<file path="src/rtl/lsu_pkg.sv">
// Shared definitions for the load/store unit: funct3 codes, byte-enable
// masks, FSM state type and small decode helpers.
package lsu_pkg;

    localparam logic [2:0] F3_B  = 3'b000;
    localparam logic [2:0] F3_H  = 3'b001;
    localparam logic [2:0] F3_W  = 3'b010;
    localparam logic [2:0] F3_BU = 3'b100;
    localparam logic [2:0] F3_HU = 3'b101;

    localparam logic [3:0] BE_B = 4'b0001;
    localparam logic [3:0] BE_H = 4'b0011;
    localparam logic [3:0] BE_W = 4'b1111;

    typedef enum logic [2:0] {
        ST_IDLE,
        ST_WRITE,
        ST_READ_WAIT,
        ST_CAPTURE,
        ST_RESP
    } lsu_state_e;

    // Legal funct3 for the access kind and natural alignment of the offset.
    function automatic logic access_ok(input logic       is_store,
                                       input logic [2:0] funct3,
                                       input logic [1:0] off);
        logic ok;
        case (funct3)
            F3_B:    ok = 1'b1;
            F3_H:    ok = ~off[0];
            F3_W:    ok = (off == 2'b00);
            F3_BU:   ok = ~is_store;
            F3_HU:   ok = ~is_store & ~off[0];
            default: ok = 1'b0;
        endcase
        return ok;
    endfunction

    // Byte enables for a store, steered to the addressed lanes.
    function automatic logic [3:0] store_be(input logic [2:0] funct3,
                                            input logic [1:0] off);
        logic [3:0] be;
        case (funct3)
            F3_B:    be = 4'(BE_B << off);
            F3_H:    be = 4'(BE_H << off);
            default: be = BE_W;
        endcase
        return be;
    endfunction

    // Store data replicated across lanes so the byte enables pick the right copy.
    function automatic logic [31:0] store_lanes(input logic [2:0]  funct3,
                                                input logic [31:0] data);
        logic [31:0] lanes;
        case (funct3)
            F3_B:    lanes = {4{data[7:0]}};
            F3_H:    lanes = {2{data[15:0]}};
            default: lanes = data;
        endcase
        return lanes;
    endfunction

endpackage

</file>
<file path="src/rtl/lsu_load_align.sv">
// Combinational load formatter: shifts the addressed lane down and
// sign- or zero-extends it according to funct3.
module lsu_load_align
    import lsu_pkg::*;
(
    input  logic [31:0] i_dout,
    input  logic [1:0]  i_offset,
    input  logic [2:0]  i_funct3,
    output logic [31:0] o_load_data
);

    logic [15:0] lane;

    // Select the addressed lane and apply the width/sign rule.
    always_comb begin
        lane = 16'(i_dout >> {i_offset, 3'b000});
        case (i_funct3)
            F3_B:    o_load_data = {{24{lane[7]}}, lane[7:0]};
            F3_H:    o_load_data = {{16{lane[15]}}, lane[15:0]};
            F3_BU:   o_load_data = {24'h000000, lane[7:0]};
            F3_HU:   o_load_data = {16'h0000, lane[15:0]};
            default: o_load_data = i_dout;
        endcase
    end

endmodule

</file>
<file path="src/rtl/load_store_unit.sv">
// RV32I data-memory initiator: stores on BRAM port A, loads on port B with
// a fixed read latency, one transaction at a time.
module load_store_unit
    import lsu_pkg::*;
#(
    parameter int unsigned ADDR_W      = 10,
    parameter int unsigned BRAM_RD_LAT = 1
) (
    input  logic              i_clk,
    input  logic              i_rst,
    input  logic              i_valid,
    output logic              o_ready,
    input  logic              i_mem_read,
    input  logic              i_mem_write,
    input  logic [2:0]        i_funct3,
    input  logic [31:0]       i_addr,
    input  logic [31:0]       i_store_data,
    output logic              o_done,
    output logic              o_misaligned,
    output logic [31:0]       o_load_data,
    output logic [ADDR_W-1:0] o_bram_wr_addr,
    output logic [31:0]       o_bram_din,
    output logic [3:0]        o_bram_we,
    output logic [ADDR_W-1:0] o_bram_rd_addr,
    input  logic [31:0]       i_bram_dout
);

    localparam logic [1:0] LAT_RELOAD = 2'(BRAM_RD_LAT - 1);

    lsu_state_e        state_q, state_d;
    logic [1:0]        cnt_q, cnt_d;
    logic [2:0]        funct3_q, funct3_d;
    logic [1:0]        off_q, off_d;
    logic [31:0]       load_data_q, load_data_d;
    logic [3:0]        we_q, we_d;
    logic [31:0]       din_q, din_d;
    logic [ADDR_W-1:0] wr_addr_q, wr_addr_d;
    logic [ADDR_W-1:0] rd_addr_q, rd_addr_d;
    logic              done_q, done_d;
    logic              mis_q, mis_d;

    logic [ADDR_W-1:0] word_addr;
    logic [31:0]       aligned;
    logic              is_store;
    logic              is_load;
    logic              unused_addr_hi;

    // Upper address bits fall outside the memory, so accesses wrap.
    assign word_addr      = i_addr[ADDR_W+1:2];
    assign unused_addr_hi = ^i_addr[31:ADDR_W+2];
    assign is_store       = i_mem_write;
    assign is_load        = i_mem_read & ~i_mem_write;

    lsu_load_align u_align (
        .i_dout      (i_bram_dout),
        .i_offset    (off_q),
        .i_funct3    (funct3_q),
        .o_load_data (aligned)
    );

    // Next-state and registered-output computation for the transaction FSM.
    always_comb begin
        state_d     = state_q;
        cnt_d       = cnt_q;
        funct3_d    = funct3_q;
        off_d       = off_q;
        load_data_d = load_data_q;
        we_d        = '0;
        din_d       = din_q;
        wr_addr_d   = wr_addr_q;
        rd_addr_d   = rd_addr_q;
        mis_d       = 1'b0;

        case (state_q)
            ST_IDLE: begin
                if (i_valid) begin
                    funct3_d = i_funct3;
                    off_d    = i_addr[1:0];
                    cnt_d    = LAT_RELOAD;
                    if (!is_store && !is_load) begin
                        state_d = ST_RESP;
                    end else if (!access_ok(is_store, i_funct3, i_addr[1:0])) begin
                        state_d = ST_RESP;
                        mis_d   = 1'b1;
                    end else if (is_store) begin
                        state_d   = ST_WRITE;
                        we_d      = store_be(i_funct3, i_addr[1:0]);
                        din_d     = store_lanes(i_funct3, i_store_data);
                        wr_addr_d = word_addr;
                    end else begin
                        state_d   = ST_READ_WAIT;
                        rd_addr_d = word_addr;
                    end
                end
            end
            ST_WRITE: state_d = ST_IDLE;
            ST_READ_WAIT: begin
                if (cnt_q == 2'd0) begin
                    state_d = ST_CAPTURE;
                end else begin
                    cnt_d = cnt_q - 2'd1;
                end
            end
            ST_CAPTURE: begin
                load_data_d = aligned;
                state_d     = ST_RESP;
            end
            ST_RESP: state_d = ST_IDLE;
            default: state_d = ST_IDLE;
        endcase

        // Completion is flagged in the single cycle spent in WRITE or RESP.
        done_d = (state_d == ST_WRITE) || (state_d == ST_RESP);
    end

    // State and output registers with synchronous reset.
    always_ff @(posedge i_clk) begin
        if (i_rst) begin
            state_q     <= ST_IDLE;
            cnt_q       <= '0;
            funct3_q    <= '0;
            off_q       <= '0;
            load_data_q <= '0;
            we_q        <= '0;
            din_q       <= '0;
            wr_addr_q   <= '0;
            rd_addr_q   <= '0;
            done_q      <= 1'b0;
            mis_q       <= 1'b0;
        end else begin
            state_q     <= state_d;
            cnt_q       <= cnt_d;
            funct3_q    <= funct3_d;
            off_q       <= off_d;
            load_data_q <= load_data_d;
            we_q        <= we_d;
            din_q       <= din_d;
            wr_addr_q   <= wr_addr_d;
            rd_addr_q   <= rd_addr_d;
            done_q      <= done_d;
            mis_q       <= mis_d;
        end
    end

    assign o_ready        = (state_q == ST_IDLE);
    assign o_done         = done_q;
    assign o_misaligned   = mis_q;
    assign o_load_data    = load_data_q;
    assign o_bram_we      = we_q;
    assign o_bram_din     = din_q;
    assign o_bram_wr_addr = wr_addr_q;
    assign o_bram_rd_addr = rd_addr_q;

endmodule

</file>
<file path="config.mk">
export PLATFORM = sky130hd
export DESIGN_NAME = load_store_unit
export DESIGN_NICKNAME = d
export VERILOG_FILES = /design/src/rtl/lsu_pkg.sv /design/src/rtl/lsu_load_align.sv /design/src/rtl/load_store_unit.sv
export SDC_FILE = /design/constraint.sdc
export NUM_CORES = 1
export LEC_CHECK = 0
export ABC_AREA = 1
export BUFFER_PORTS_ARGS = -buffer_cell sky130_fd_sc_hd__buf_4
export CELL_PAD_IN_SITES_DETAIL_PLACEMENT = 1
export CELL_PAD_IN_SITES_GLOBAL_PLACEMENT = 1
export CORE_MARGIN = 2
export CORE_UTILIZATION = 33
export DETAILED_ROUTE_END_ITERATION = 10
export PLACE_DENSITY_LB_ADDON = 0.1
export SYNTH_ARGS = -nofsm -noshare
export SYNTH_HDL_FRONTEND = slang
export SYNTH_HIERARCHICAL = 1
export SYNTH_SLANG_ARGS = --single-unit
</file>
<file path="constraint.sdc">
create_clock -name i_clk -period 1.6 [get_ports i_clk]
set_input_delay 0.16 -clock i_clk [delete_from_list [all_inputs] [get_ports i_clk]]
set_output_delay 0.16 -clock i_clk [all_outputs]
set_load 0.005 [all_outputs]
</file>
==> results by group <==
Status
  • Run status: complete, no violations

Placed design
  • Placed instance area: 6525 sq um
  • IO Port Bufs: roughly 170
  • Worst setup slack before clock tree synthesis: -0.02642 ns
  • Estimated wirelength of the detail-placed design: approximately 13,000 um
  • Placer's final routability congestion estimate: about 0.9

Worst hold path
  • Hold crit path type: in2reg
  • Hold path startpoint: i_addr[6]

Power
  • Maximum VDD drop: between 0.4 and 0.5 mV
  • Internal Pwr Total: around 0.0042 W
  • Overall power consumption: around 0.0059 W
  • PwrDens: about 860 nW/um^2
  • Part of the total power dissipated in sequential elements: 0.442
  • Clock network power share: 0.346
  • Combinational share of power: 0.212
  • Switching portion of total power: 0.2938
  • Power dissipated by switching net loads: roughly 0.0017 W
  • Leak Pwr: around 3.5 nW

Layout
  • Highest-count cells in the layout ignoring fill and taps: nor2_1, nand2_1, buf_4
  • Final std cell area, no fill: roughly 6900 sq um
  • Net count reported at finish: between 1,000 and 1,500
  • Layout overhead on the synthesized area: 36.91%
  • Fillcell total: approximately 2,000
  • Fraction of layout instances using a drive strength above 1: 0.2659
  • Count of inserted antenna diode cells: 0
  • Most frequent standard cell in the layout excluding fill and tap cells: nor2_1
  • Utilization of the core after routing: 0.4584

Floorplan
  • Starting density of the core: 0.3348
  • Number of rows created at floorplan: between 40 and 50
  • Chip width: between 100 and 150 um
  • Die Y-Extent: 127.5 um
  • Die footprint: about 16,000 sq um
  • Number of ports placed on the die boundary: 195
  • Core box area: 15,030 sq um

Timing
  • RSZ-0062 raised after global routing: yes
  • Top achievable clock speed: 0.6664 GHz
  • Final Critical Period: 1.500 ns
  • Total count of max-transition violations in the final report: 0
  • Tcrit/Tclk final: 0.9378
  • Min setup slack post-route: ~0.10 ns
  • Fin Clk Skew: slightly below 0.008 ns
  • Final setup violating endpoints: 0
  • Final hold violation count: 0
  • Worst slew slack as a fraction of its limit: 0.7348
  • Final hold slack: 0.06782 ns
  • Slew at the pin with the worst max-slew slack: between 0.3 and 0.4 ns

Drt
  • Count of unresolved DRC violations after routing: 0
  • Average wire per cell in the routed design: 15.26 um
  • Count of nets left with antenna violations after detail routing: 0
  • Detailed-route vias per instance: ~4.8
  • Initial DRC Count: roughly 270
  • Total wire length after detailed routing: 17,500 um
  • Via Count: 5,504
  • Drt first pass iters: 4

GRT
  • Total routing resource utilization after global routing: 0.2124
  • First-pass GRT wire length: 27,720 um
  • Antenna violations before repair: 0
  • Number of global-route vias before repair: 5,535
  • Maximum number of pins on one net before global-route repair: 55
  • GR Overflow Total: 0

Worst setup path
  • Type of destination of the critical path: flop
  • Crit Reg-Reg Startpoint: off_q[0]$_SDFFE_PP0P_
  • Kind of critical path: reg2reg
  • Largest fanout on the critical path: 7
  • Element type at the critical path start: flop
  • Critical path origin: off_q[0]$_SDFFE_PP0P_
  • Data required time of the critical path: about 1.8 ns
  • Data arrival time of the critical path: between 1.5 and 2 ns

Clocking
  • Buffers from clock root to sink, at most: 2
  • H-tree levels: 3
  • CTS tree: yes
  • Clock latency of the later-clocked register in the worst-skew pair: between 0.3 and 0.4 ns
  • Number of sinks driven by the clock tree: 100
  • Root Driver: clkbuf_16
  • CTS Buf Count: 9
  • Clock slew at reported path FFs: about 0.070 ns
  • Hold_buf cts: 0

Synth
  • Synthesized area per cell: 6.388 sq um
  • Post-synth cell types: 28
  • Number of storage elements in the synthesis netlist: 100
  • Sequential fraction of the synthesis area: 0.3977
  • Number of nets produced by synthesis: 893
  • Netlist area before placement: 5034 sq um
  • Synth warn: 6
  • Cell count after synthesis: 788

Job
  • Number of maximum-capacitance violations: 0
-- layer usage --
| metal | GRT usage | vias up | part of all wire |
|---|---|---|---|
| li1 | - | 2794 | - |
| met1 | 0.2778 | 2539 | 0.46 |
| met2 | 0.3388 | 141 | 0.46 |
| met3 | 0.04732 | 30 | 0.055 |
| met4 | 0.08856 | 0 | 0.027 |
| met5 | 0 | - | 0 |
-- cell families (layout without fill, tap and decap cells) --
| family | after synthesis | count (layout) | synth area share |
|---|---|---|---|
| fa+ha+maj | 1 | 1 | 0.002485 |
| simple gates | 476 | 476 | 0.3915 |
| buf+inv | 101 | 272 | 0.09595 |
| compound gates | 110 | 110 | 0.1124 |
| flops | 100 | 100 | 0.3977 |
-- repair_timing --
action                                  in CTS  in global routing
gates cloned                                 0                  2
pin swaps                                    0                  2
endpoints found under the setup margin       1                 39
buffers inserted                             0                  3
gates resized for setup                      1                  7
-- power by group through the flow --
| stage | clock, W | combinational, W | sequential (W) |
|---|---|---|---|
| 3_5_place_dp | 0 | 0.00122 | 0.00268 |
| 4_1_cts | 0.00212 | 0.00122 | 0.00263 |
| 5_1_grt | 0.00222 | 0.00141 | 0.00264 |
| 6_report | 0.00206 | 0.00126 | 0.00263 |
| 3_3_place_gp | 0 | 0.00118 | 0.00268 |
| 2_1_floorplan | 0 | 0.000734 | 0.00267 |
-- registers in the layout (all words and copies together) (netlist names) --
register	count
o_bram_wr_addr	10
funct3_q	3
o_misaligned	1
o_bram_we	4
o_bram_din	32
off_q	2
o_bram_rd_addr	10
cnt_q	2
o_load_data	32
o_done	1
state_q	3
-- synthesized netlist by cell type (all sizes together) --
| master | number | area share |
|---|---|---|
| clkbuf | 20 | 0.015 |
| nor2 | 212 | 0.16 |
| nand2 | 219 | 0.17 |
| clkinv | 1 | 0.00074 |
| a21oi | 30 | 0.030 |
| nor3 | 4 | 0.0060 |
| dfxtp | 100 | 0.40 |
| nand3 | 31 | 0.039 |
| inv | 55 | 0.043 |
| or2 | 1 | 0.0012 |
| nand4 | 9 | 0.011 |
| o211ai | 6 | 0.0089 |
| ha | 1 | 0.0025 |
| o21ai | 74 | 0.074 |
| buf | 25 | 0.038 |
-- final timing paths --
path                                                       end  slack (ns)  cells after the start
worst min-delay path            o_bram_wr_addr[4]$_SDFFE_PP0P_        0.07                      3
worst max-delay path              o_load_data[10]$_SDFFE_PP0N_         0.1                      8
worst max register to register    o_load_data[10]$_SDFFE_PP0N_         0.1                      8
worst min register to register           cnt_q[1]$_SDFFE_PP0P_        0.46                      2
-- stage by stage --
| step | TNS [ns] | instances |
|---|---|---|
| after floorplan | 0 | 788 |
| after global placement | 0 | 1127 |
| after detailed placement | -0.02642 | 1127 |
| after CTS | 0 | 1142 |
| after global routing | -0.07288 | 1147 |
| final | 0 | 1147 |
-- layout make-up --
cell class	count	area, sq um	area share
Clock buffer	11	242.7	0.03522
Clock inverter	4	26.28	0.003813
Inverter	56	222.7	0.03232
Multi-Input combinational cell	587	2555	0.3707
Sequential cell	100	2003	0.2907
Tap cell	188	235.2	0.03413
Timing Repair Buffer	201	1607	0.2331
-- worst max-delay path, cell delays in order, from the launching register on --
cell	delay, ns
dfxtp_2	0.36
buf_4	0.16
nand2_1	0.06
nand3_1	0.14
nand3_4	0.15
buf_4	0.15
nand4_1	0.14
nor2_1	0.16
nor2_1	0.06
(Power assumes the default switching activity.)
